===== config.mk =====
export PLATFORM = sky130hd
export DESIGN_NAME = ws2812_rx_apb
export DESIGN_NICKNAME = d
export VERILOG_FILES = /design/src/rtl/ws2812_rx_apb.sv
export SDC_FILE = /design/constraint.sdc
export NUM_CORES = 1
export LEC_CHECK = 0
export CAP_MARGIN = 30
export CORE_AREA = 3 3 212 265
export CTS_CLUSTER_SIZE = 25
export DETAILED_ROUTE_END_ITERATION = 8
export DIE_AREA = 0 0 215 268
export GPL_TIMING_DRIVEN = 0
export PLACE_DENSITY = 0.78
export SKIP_LAST_GASP = 1
export SYNTH_ARGS = -nofsm -noshare
export SYNTH_HDL_FRONTEND = slang
export SYNTH_SLANG_ARGS = --single-unit
export TNS_END_PERCENT = 30

===== constraint.sdc =====
create_clock -name PCLK -period 2.46 [get_ports PCLK]
set_input_delay 0.246 -clock PCLK [delete_from_list [all_inputs] [get_ports PCLK]]
set_output_delay 0.246 -clock PCLK [all_outputs]
set_load 0.01 [all_outputs]

===== src/rtl/ws2812_rx_apb.sv =====
// WS2812-style NRZ receiver: decodes 24-bit pixels into an APB3-readable register file.
// Optional frame-done interrupt (IRQ port, STATUS[3] mask) when WS2812RX_IRQ_EN is defined.
module ws2812_rx_apb #(
  parameter int unsigned BIT_THRESH = 60,
  parameter int unsigned MAX_HIGH   = 110,
  parameter int unsigned RESET_LOW  = 5000,
  parameter int unsigned NUM_PIXELS = 24
) (
  input  logic        PCLK,
  input  logic        PRESERN,
  input  logic        PSEL,
  input  logic        PENABLE,
  input  logic        PWRITE,
  input  logic [31:0] PADDR,
  input  logic [31:0] PWDATA,
  output logic [31:0] PRDATA,
  output logic        PREADY,
  output logic        PSLVERR,
  input  logic        DIN
`ifdef WS2812RX_IRQ_EN
  ,
  output logic        IRQ
`endif
);

  localparam int unsigned CNT_MAX = (RESET_LOW > MAX_HIGH) ? RESET_LOW : MAX_HIGH;
  localparam int unsigned CW      = $clog2(CNT_MAX + 1);

  localparam logic [CW-1:0] RST_LOW_C   = CW'(RESET_LOW);
  localparam logic [CW-1:0] RST_LOW_M1  = CW'(RESET_LOW - 1);
  localparam logic [CW-1:0] MAX_HIGH_M1 = CW'(MAX_HIGH - 1);
  localparam logic [CW-1:0] THRESH_C    = CW'(BIT_THRESH);
  localparam logic [CW-1:0] CNT_ONE     = CW'(1);
  localparam logic [4:0]    NPIX_C      = 5'(NUM_PIXELS);
  localparam logic [4:0]    STATUS_IDX  = 5'd31;

  typedef enum logic [1:0] {ST_SYNC, ST_LOW, ST_HIGH, ST_ERR} state_e;

  state_e          state_q, state_d;
  logic            din_meta_q, din_sync_q;
  logic [CW-1:0]   cnt_q, cnt_d;
  logic [4:0]      bit_cnt_q, bit_cnt_d;
  logic [4:0]      pix_cnt_q, pix_cnt_d;
  logic [23:0]     shift_q, shift_d;
  logic            bits_seen_q, bits_seen_d;
  logic            wr_en_q, wr_en_d;
  logic [4:0]      wr_addr_q, wr_addr_d;
  logic [23:0]     wr_data_q, wr_data_d;
  logic [23:0]     pix_q [NUM_PIXELS];
  logic [23:0]     pix_d [NUM_PIXELS];
  logic            done_q, done_d;
  logic            ovf_q, ovf_d;
  logic            fmt_q, fmt_d;
  logic [7:0]      last_cnt_q, last_cnt_d;
  logic [15:0]     frame_cnt_q, frame_cnt_d;
  logic [31:0]     prdata_q, prdata_d;

  logic            done_set, ovf_set, fmt_set, new_bit;
  logic            wr_acc, rd_setup, st_wr;
  logic [4:0]      idx;
  logic [31:0]     rd_word;
  logic            mask_bit;
  logic            unused_ok;

`ifdef WS2812RX_IRQ_EN
  logic irq_mask_q, irq_mask_d, irq_q, irq_d;
  assign mask_bit = irq_mask_q;
  assign IRQ      = irq_q;
`else
  assign mask_bit = 1'b0;
`endif

  assign PREADY    = 1'b1;
  assign PSLVERR   = 1'b0;
  assign PRDATA    = prdata_q;
  assign unused_ok = ^{PADDR[31:7], PADDR[1:0], PWDATA[31:3]};

  assign idx      = PADDR[6:2];
  assign wr_acc   = PSEL & PENABLE & PWRITE;
  assign rd_setup = PSEL & ~PENABLE & ~PWRITE;
  assign st_wr    = wr_acc & (idx == STATUS_IDX);

  // Line decoder; all edges are taken from din_sync_q against the current level state.
  always_comb begin
    state_d     = state_q;
    cnt_d       = cnt_q;
    bit_cnt_d   = bit_cnt_q;
    pix_cnt_d   = pix_cnt_q;
    shift_d     = shift_q;
    bits_seen_d = bits_seen_q;
    wr_en_d     = 1'b0;
    wr_addr_d   = wr_addr_q;
    wr_data_d   = wr_data_q;
    last_cnt_d  = last_cnt_q;
    frame_cnt_d = frame_cnt_q;
    done_set    = 1'b0;
    ovf_set     = 1'b0;
    fmt_set     = 1'b0;
    new_bit     = 1'b0;
    case (state_q)
      ST_SYNC, ST_ERR: begin
        if (din_sync_q) begin
          cnt_d = '0;
        end else if (cnt_q >= RST_LOW_M1) begin
          state_d = ST_LOW;
          cnt_d   = RST_LOW_C;
          if (state_q == ST_ERR) begin
            bit_cnt_d   = '0;
            pix_cnt_d   = '0;
            bits_seen_d = 1'b0;
          end
        end else begin
          cnt_d = cnt_q + CNT_ONE;
        end
      end
      ST_LOW: begin
        if (din_sync_q) begin
          state_d = ST_HIGH;
          cnt_d   = CNT_ONE;
        end else begin
          if (cnt_q != RST_LOW_C) cnt_d = cnt_q + CNT_ONE;
          if (cnt_q == RST_LOW_M1 && bits_seen_q) begin
            if (bit_cnt_q != '0) fmt_set = 1'b1;
            last_cnt_d  = {3'b000, pix_cnt_q};
            frame_cnt_d = frame_cnt_q + 16'd1;
            done_set    = 1'b1;
            pix_cnt_d   = '0;
            bit_cnt_d   = '0;
            bits_seen_d = 1'b0;
          end
        end
      end
      ST_HIGH: begin
        if (!din_sync_q) begin
          state_d     = ST_LOW;
          cnt_d       = CNT_ONE;
          bits_seen_d = 1'b1;
          new_bit     = (cnt_q > THRESH_C);
          if (pix_cnt_q == NPIX_C) begin
            ovf_set = 1'b1;
          end else begin
            // Right shift puts the first received bit at bit 0 after 24 bits.
            shift_d = {new_bit, shift_q[23:1]};
            if (bit_cnt_q == 5'd23) begin
              wr_en_d   = 1'b1;
              wr_addr_d = pix_cnt_q;
              wr_data_d = shift_d;
              pix_cnt_d = pix_cnt_q + 5'd1;
              bit_cnt_d = '0;
            end else begin
              bit_cnt_d = bit_cnt_q + 5'd1;
            end
          end
        end else if (cnt_q >= MAX_HIGH_M1) begin
          state_d = ST_ERR;
          cnt_d   = '0;
          fmt_set = 1'b1;
        end else begin
          cnt_d = cnt_q + CNT_ONE;
        end
      end
      default: state_d = ST_SYNC;
    endcase
  end

  // Register file, sticky flags and APB read path.
  always_comb begin
    pix_d = pix_q;
    if (wr_en_q) pix_d[wr_addr_q] = wr_data_q;

    done_d = (done_q & ~(st_wr & PWDATA[0])) | done_set;
    ovf_d  = (ovf_q  & ~(st_wr & PWDATA[1])) | ovf_set;
    fmt_d  = (fmt_q  & ~(st_wr & PWDATA[2])) | fmt_set;

    rd_word = '0;
    if (idx < NPIX_C) begin
      rd_word = {8'h00, pix_q[idx]};
    end else if (idx == STATUS_IDX) begin
      rd_word = {frame_cnt_q, last_cnt_q, 4'h0, mask_bit, fmt_q, ovf_q, done_q};
    end
    prdata_d = rd_setup ? rd_word : prdata_q;
  end

`ifdef WS2812RX_IRQ_EN
  always_comb begin
    irq_mask_d = st_wr ? PWDATA[3] : irq_mask_q;
    irq_d      = done_q & irq_mask_q;
  end

  always_ff @(posedge PCLK or negedge PRESERN) begin
    if (!PRESERN) begin
      irq_mask_q <= 1'b0;
      irq_q      <= 1'b0;
    end else begin
      irq_mask_q <= irq_mask_d;
      irq_q      <= irq_d;
    end
  end
`endif

  always_ff @(posedge PCLK or negedge PRESERN) begin
    if (!PRESERN) begin
      din_meta_q  <= 1'b0;
      din_sync_q  <= 1'b0;
      state_q     <= ST_SYNC;
      cnt_q       <= '0;
      bit_cnt_q   <= '0;
      pix_cnt_q   <= '0;
      shift_q     <= '0;
      bits_seen_q <= 1'b0;
      wr_en_q     <= 1'b0;
      wr_addr_q   <= '0;
      wr_data_q   <= '0;
      for (int unsigned i = 0; i < NUM_PIXELS; i++) pix_q[i] <= '0;
      done_q      <= 1'b0;
      ovf_q       <= 1'b0;
      fmt_q       <= 1'b0;
      last_cnt_q  <= '0;
      frame_cnt_q <= '0;
      prdata_q    <= '0;
    end else begin
      din_meta_q  <= DIN;
      din_sync_q  <= din_meta_q;
      state_q     <= state_d;
      cnt_q       <= cnt_d;
      bit_cnt_q   <= bit_cnt_d;
      pix_cnt_q   <= pix_cnt_d;
      shift_q     <= shift_d;
      bits_seen_q <= bits_seen_d;
      wr_en_q     <= wr_en_d;
      wr_addr_q   <= wr_addr_d;
      wr_data_q   <= wr_data_d;
      pix_q       <= pix_d;
      done_q      <= done_d;
      ovf_q       <= ovf_d;
      fmt_q       <= fmt_d;
      last_cnt_q  <= last_cnt_d;
      frame_cnt_q <= frame_cnt_d;
      prdata_q    <= prdata_d;
    end
  end

endmodule


## Word level (Yosys, flattened, before mapping)

Cells that the tools add are included.

- $add $sub $neg: 4
- Multiply operators: 0
- Div/mod/pow operators: 0
- Order comparisons: 7
- Eq/ne operators: 19
- Shifts and indexed selects: 0
- Muxes and demuxes: 57
- Bitwise gates (word level): 23
- Reduce and logical (&&, ||, !) cells: 12

Operator list:

| operator | number |
|---|---|
| $bwmux W576 | 1 |
| $bmux W24 S5 | 1 |
| $demux W24 S5 | 1 |
| $mux W13 | 6 |
| $mux W24 | 3 |
| $mux W32 | 2 |
| $mux W5 | 11 |
| $pmux W13 S3 | 1 |
| $pmux W5 S3 | 2 |
| $mux W1 | 21 |
| $ne A2 B2 Y1 const B | 9 |
| $add A16 B1 Y16 const B | 1 |
| $eq A5 B5 Y1 const B | 3 |
| $add A13 B1 Y13 const B | 1 |
| $eq A13 B13 Y1 const B | 1 |
| $ge A13 B13 Y1 const B | 1 |
| $ge A13 B7 Y1 const B | 1 |
| $gt A13 B6 Y1 const B | 1 |
| $ne A13 B13 Y1 const B | 1 |
| $ge A6 B6 Y1 const B | 2 |
| $not A5 Y6 | 2 |
| $and A1 B1 Y1 | 11 |
| $add A5 B1 Y5 const B | 2 |
| $mux W2 | 5 |
| 19 further kinds | 32 |

- Register bits: 714
- Latch bits: 0
- RAM bits: 0
- Bits in read-only memories: 0
- Bits of input ports: 70
- Output and inout bits: 34
- Word-level logic and storage cells: 163
- Memories kept: 0

## Depth between registers and ports, before layout

Gate-level depths: netlist of the first run.

- Depth in word-level cells: 7
- Depth in mapped cells: 9

## Worst setup path before layout of the first run

Ideal clock, no wire load.

- Path kind: register to register
- Start: register state_q[0]
- End: register wr_data_q[10]
- Library setup time: 0.125 ns
- Arrival: 2.019 ns
- Setup slack: 0.316 ns
- Stages on the path, launching flop included: 9
- Buffers on the path: 2
- Cell sequence: dfrtp_1 -> inv_1 -> ha_1 -> clkbuf_1 -> nor2b_1 -> nand2_1 -> nor2_1 -> buf_2 -> mux2_2

- Cells in the longest elaborated chain, start to end: 2

RTL lines:

| item | RTL line | source |
|---|---|---|
| start, declared | 39 | `state_e state_q, state_d;` |
| start signal, assigned | 224 | `state_q <= state_d;` |
| $eq A2 B2 Y1 | 100 | `case (state_q)` |
| $reduce_and A4 Y1 (no line) | - |  |
| end signal, assigned | 232 | `wr_data_q <= wr_data_d;` |
| end, declared | 48 | `logic [23:0] wr_data_q, wr_data_d;` |

No other way between the ends.
A chain may end at the register's enable or synchronous reset.

## Final worst setup path of the first run

- Start: input PADDR[3]
- End: register prdata_q[6] (netlist: PRDATA[6])

- Cells in the longest elaborated chain, start to end: 5
- Elaborated cells between the ends (all ways): 6
- Those cells by class: order compare: 1; mux: 4; bitwise: 1

RTL lines:

| item | RTL line | source |
|---|---|---|
| start, declared | 14 | `input logic [31:0] PADDR,` |
| $not A5 Y6 (not written as such) | 177 | `rd_word = {8'h00, pix_q[idx]};` |
| $bmux W24 S5 | 177 |  |
| $mux W24 (not written as such) (2 in a row) | 177 |  |
| $mux W32 * | 176 | `if (idx < NPIX_C) begin` |
| end signal, assigned | 239 | `prdata_q <= prdata_d;` |
| end, declared | 56 | `logic [31:0] prdata_q, prdata_d;` |

Every way passes the cells marked *; elsewhere a longest branch is shown, timed or not. The select of a mux whose other input is x is not followed.

==> results of run 1 <==
flip-flops by register name, summed over array words and instances, names as in the netlist, 13 cells and up:
register	count
pix_q	576
wr_data_q	24
shift_q	23
PRDATA	32
frame_cnt_q	16
cnt_q	13
kinds of logic after synthesis:
family | count (synthesis) | share of synthesized area
xor+xnor | 24 | 0.00653
other cells | 2 | 0.000233
flops | 713 | 0.554
simple gates | 320 | 0.0467
fa+ha+maj | 12 | 0.00466
compound gates | 126 | 0.0317
buf+inv | 200 | 0.0267
mux | 811 | 0.329
synth_stat cells, types with 14 or more instances:
cell	n
nor2b_1	17
nand3_1	34
mux2_2	612
mux4_2	136
nor2_1	104
a221o_1	16
a21oi_1	15
a211oi_1	17
nand2_1	98
clkbuf_1	117
inv_1	15
buf_2	51
mux2_1	14
mux2i_1	49
dfrtp_1	713
what timing repair did:
action / 4_1_cts / 5_1_grt
pin swaps: 1 / 0
resized for setup: 27 / 30
buffers inserted: 1 / 0
hold endpoints to repair: 111 / 0
hold buffers: 1 / 0
setup endpoints to repair: 220 / 356
layer usage:
metal / up-vias / track usage / share of wire
li1: 8357 / - / -
met1: 10700 / 0.367 / 0.38
met2: 658 / 0.517 / 0.50
met3: 222 / 0.0539 / 0.057
met4: 2 / 0.170 / 0.057
met5: - / 0 / 0.00020
per-stage QoR:
stage	cells	hold slack, ps
2_1_floorplan	2208	-49.6
3_3_place_gp	2977	339
3_5_place_dp	2986	341
4_1_cts	3114	54.7
5_1_grt	3115	75.1
6_report	3115	84.6
layout make-up:
| type | instances | area [sq um] |
|---|---|---|
| flip-flops and latches | 713 | 17800 |
| well taps | 727 | 910 |
| repair buffers | 54 | 646 |
| clock inverters | 25 | 221 |
| fillers | 3667 | 17700 |
| clock buffers | 102 | 2090 |
| plain buffers | 184 | 835 |
| multi-input cells | 1295 | 13500 |
| inverters | 15 | 56.3 |
layout by cell type, fill, tap and decap left out, types with 6 or more instances in the layout:
cell and instances:
dfrtp_1 713, mux2_2 612, mux4_2 136, clkbuf_1 119, nor2_1 99, nand2_1 96
clkbuf_16 74, mux2i_1 49, buf_2 48, clkdlybuf4s50_1 41, nand3_1 34, clkinv_2 18
a211oi_1 17, a221o_1 16, nor2b_1 16, inv_1 15, a21oi_1 15, clkbuf_2 14
mux2_1 14, a2111oi_2 14, o21ai_0 13, clkbuf_8 13, xnor2_1 12, xor2_1 12
buf_4 11, ha_1 11, a22oi_1 9, nand4_1 8, o41ai_1 8, and3_1 6
nor3_1 6, nand2b_1 6
final timing paths:
kind	cells past startpoint	endpoint	start	slack [ps]
max reg2reg	6	pix_q[326]	wr_addr_q[1]	-50
min	1	din_meta_q	DIN	80
min reg2reg	0	din_sync_q	din_meta_q	350
max	8	PRDATA[6]	PADDR[3]	-100
min in group asynchronous	2	pix_q[295]	PRESERN	310
max in group asynchronous	4	cnt_q[8]	PRESERN	440
power by group through the flow:
stage | logic, W | clock network [W] | registers [W]
2_1_floorplan | 0.000384 | 0 | 0.0121
6_report | 0.00101 | 0.0108 | 0.0118
5_1_grt | 0.00109 | 0.0114 | 0.0118
3_3_place_gp | 0.000940 | 0 | 0.0121
4_1_cts | 0.00102 | 0.0110 | 0.0118
3_5_place_dp | 0.00101 | 0 | 0.0120
==> metrics, run 1 <==
status=finished with violations; failing checks=negative setup slack; Worst Skew=28.9 ps; via count=19900; overall power=0.0236 W; crit end category=flop; Top FF cell, synth=dfrtp_1; syn nets=2290; Max Clk Rate=0.391 GHz; switching power=~0.0053 W; Final Max Tran Viols=0; Clock H-tree levels=3; cell count after synthesis=around 2200; DIE AREA=57600 sq um; die span in x=215 um; Final Wtd Congestion=0.886; Clock Power Share=0.457; IO Pins=104; Flop pwr share=0.501; WP buf/inv=4; Worst Path Arrival=3110 ps; maximum VDD drop=0.000588 V; combinational power share=0.043; global route overflow=0; cell family with the largest share of critical-path delay=buffers and inverters; final worst path period need=2560 ps; first-pass GRT wire length=131000 um; Internal Power=0.0184 W; Synth async-reset ratio=1.00; Finished Core Util=0.671; Worst-Margin Slew=1050 ps; Post-Place Worst Slack=-1220 ps; Synth Register Bits=a little over 700; Reg clk slew, reported paths=60 ps; root buffer cell=clkbuf_16; Pleak=17.5 nW; Syn Std Cell Area=32200 sq um; Wirelength per Cell=27.3 um; CTS tree=built; max_slew headroom=0.300; vias in the first global route=roughly 21000; top cells by area, synth=dfrtp_1 (55%), mux2_2 (21%), mux4_2 (9.5%); synth unique cells=63; Crit Path Max Fanout=10; required time of the worst setup path=3010 ps; Sum Neg Setup Slack=-1130 ps; n_diodes=0; DRC=0; initial core utilization=0.598; share of the synthesized area in the top cell type=0.554; RSZ-0062 raised after global routing=yes; initial antenna violation count=1; Post-synth EDFFs=0; Num CTS Buffers=71; final worst slack=-98.6 ps; worst min-delay path category=in -> reg; Sw Share=0.223; Fin. Hold Viols=0; sequential-to-total area share from yosys stat=0.554; Syn-to-layout area delta=12.3%; DR iter-0 viols=1604; final wirelength=roughly 85000 um; crit-path cells=clkdlybuf4s50_1 -> buf_4 -> buf_2 -> buf_2 -> nor2_1 -> o41ai_1 -> nand3_1 -> nand2_1; largest net degree at the start of global routing=127; Std-Cell Rows=95; router iterations before antenna repair=7; Final ANT Viol Nets=0; final worst path period share=1.04; number of port buffers=42; max-cap violations=0; Synth area leader=dfrtp_1; hpwl dp=58900 um; nets@finish=about 2400; CTS max path bufs=3; share of cells above drive strength 1=0.410; All-Layer GR Usage=0.302; Core Region=53800 sq um; Avg Inst Size Synth=between 10 and 15 sq um; Pwr Density=654 nW/um^2; clock sink total=between 700 and 800; Die H=about 270 um; Post-DP Area=33700 sq um; CP most frequent cell=buf_2; Setup crit start kind=primary input; WS Path Type=in -> reg; Max stage delay cell, worst path=o41ai_1; Finished Cell Area=between 30000 and 40000 sq um; Skew-Pair Late Insertion Delay=approximately 610 ps; number of vias per cell=6.39; Synth Warn #=0; CP max stage delay=700 ps; final setup vio count=55
Power figures use the tool's default switching activity.
==> run 2, diff against run 1 <==
- CTS_BUF_LIST: not set -> sky130_fd_sc_hd__clkbuf_2 sky130_fd_sc_hd__clkbuf_4 sky130_fd_sc_hd__clkbuf_8
- SKIP_CTS_REPAIR_TIMING: not set -> 1
==> run 2 against run 1 <==
Effect of this change: the flow still finishes with violations (negative setup slack); power down 0.27%; first-iteration DRC count down 7.9%; core utilization rose by 0.26 points; final cell count grew 2.5%; largest power group unchanged.
==> metrics, run 2 (synthesis results as in run 1) <==
final setup vio count=144 (+160%); most common cell after layout, fill and taps aside=dfrtp_1; Worst Skew=31.5 ps (+2.56 ps); Num CTS Buffers=108 (+52%); RSZ-0062 raised after global routing=yes; Final Wtd Congestion=0.886 (unchanged); DRC=0 (unchanged); final worst path period share=1.07 (+0.0318); setup slack, reg-to-reg=-180 ps (-130 ps); Reg clk slew, reported paths=60 ps (about the same); Sum Neg Setup Slack=-9000 ps (-7880 ps); global route overflow=0 (unchanged); filler cell count=3731 (+1.7%); worst min-delay path category=in -> reg; Finished Core Util=0.674 (+0.00260); nets@finish=2456 (+1.7%); Worst-Margin Slew=1050 ps (+0.0196 ps); clock sink total=713 (unchanged); max-cap violations=0 (unchanged); final worst path period need=2640 ps (+78.1 ps); FF-to-FF Start=wr_addr_q[1]; cell family with the largest share of critical-path delay=simple AND/OR/NAND/NOR gates; hpwl dp=58900 um (unchanged); Critical Path Start=wr_addr_q[1]; IO Pins=104 (unchanged); initial core utilization=0.598 (unchanged); WS Path Type=reg -> reg; via count=20100 (+0.75%); max FFs per register=576 (unchanged); number of port buffers=42 (unchanged); Core Region=53800 sq um (unchanged); largest net degree at the start of global routing=127 (unchanged); Fin. Hold Viols=0 (unchanged); met1 GRT Util=0.372 (+0.00476); Setup crit start kind=flop; grt met3 use=0.0481 (-0.00588); Worst R2R Path Depth=5 (-1); Crit Path Max Fanout=10 (unchanged); All-Layer GR Usage=0.300 (-0.00172); status=finished with violations; Pleak=17.6 nW (+0.81%); Max Clk Rate=0.379 GHz (-3.0%); die span in x=215 um (unchanged); reg2reg end=pix_q[87]; most frequent cells in the layout=dfrtp_1 (713), mux2_2 (612), clkbuf_8 (137); share of cells above drive strength 1=0.430 (+0.0204); required time of the worst setup path=3050 ps (+40 ps); busiest grt layer=met2; final worst slack=-177 ps (-78.1 ps); final wirelength=85100 um (about the same); Skew-Pair Late Insertion Delay=740 ps (+130 ps); Std-Cell Rows=95 (unchanged); Die H=268 um (unchanged); Post-Place Worst Slack=-1220 ps (unchanged); Syn-to-layout area delta=12.7%; Pwr Density=649 nW/um^2 (-0.66%); Hold WS=151 ps (+66.4 ps); router iterations before antenna repair=5 (-2); first-pass GRT wire length=130000 um (-0.55%); CP max stage delay=580 ps (-120 ps); Wirelength per Cell=26.7 um (-2.5%); Critical Path Sink=pix_q[87]; WP buf/inv=2 (-2); failing checks=negative setup slack; Max stage delay cell, worst path=nor2_1; Final Max Tran Viols=0 (unchanged); Clock H-tree levels=3 (unchanged); Hold Path Cell Cnt=3 (+2); max_slew headroom=0.300 (about the same); maximum VDD drop=0.000570 V (-2.9%); Final ANT Viol Nets=0 (unchanged); GR Util met2=0.513 (-0.00442); root buffer cell=clkbuf_8; CTS tree=built; Worst Path Arrival=3230 ps (+120 ps); Levels on crit path=5 (-3); DIE AREA=57600 sq um (unchanged); number of vias per cell=6.28 (-1.7%); crit end category=flop; vias in the first global route=21600 (+0.68%); CTS max path bufs=3 (unchanged); Biggest register=pix_q; DR iter-0 viols=1477 (-7.9%); crit-path cells=clkbuf_1 -> or3b_2 -> nor2_1 -> buf_2 -> mux2_2; initial antenna violation count=1 (unchanged)
[run 2: routing by layer]
layer	vias to the layer above	share of wire
met5	-	0
met4	0	0.053
met3	213	0.058
met2	720	0.50
met1	10700	0.39
li1	8429	-
[run 2: how the worst min path moves through the flow]
| stage | from | to | slack [ps] |
|---|---|---|---|
| 4_1_cts | PRESERN | pix_q[438] | -410 |
| 3_5_place_dp | din_meta_q | din_sync_q | 340 |
| 2_1_floorplan | PRESERN | PRDATA[0] | -50 |
| 6_report | PWDATA[2] | fmt_q | 150 |
| 3_3_place_gp | din_meta_q | din_sync_q | 340 |
| 5_1_grt | PWDATA[0] | done_q | 150 |
[run 2: cell type report]
cell class | instances | area, sq um | share of cell area
clock inverter | 25 | 255 | 0.00703
buffer | 184 | 825 | 0.0227
sequential | 713 | 17800 | 0.492
inverter | 15 | 56.3 | 0.00155
multi-input combinational | 1295 | 13600 | 0.374
clock buffer | 174 | 2160 | 0.0596
timing repair buffer | 57 | 674 | 0.0186
tap | 727 | 910 | 0.0251
antenna | 2 | 5.00 | 0.000138
[run 2: worst min-delay path, delay by kind of cell]
kind / cells / cell delay, ps
buf+inv: 1 / 400
simple gates: 1 / 70
compound gates: 1 / 120
[run 2: report_power, final]
group          total [W]  switching, W  internal [W]
Combinational    0.00101      0.000670      0.000339
Sequential        0.0118     0.0000362        0.0118
Clock             0.0107       0.00472       0.00601
Total             0.0236       0.00543        0.0181
[run 2: per-stage QoR]
step | power [W] | instances | area [sq um]
2_1_floorplan | 0.0125 | 2208 | 32200
3_5_place_dp | 0.0131 | 2986 | 33700
6_report | 0.0236 | 3192 | 36300
5_1_grt | 0.0243 | 3191 | 36300
3_3_place_gp | 0.0130 | 2977 | 33500
4_1_cts | 0.0237 | 3185 | 36100
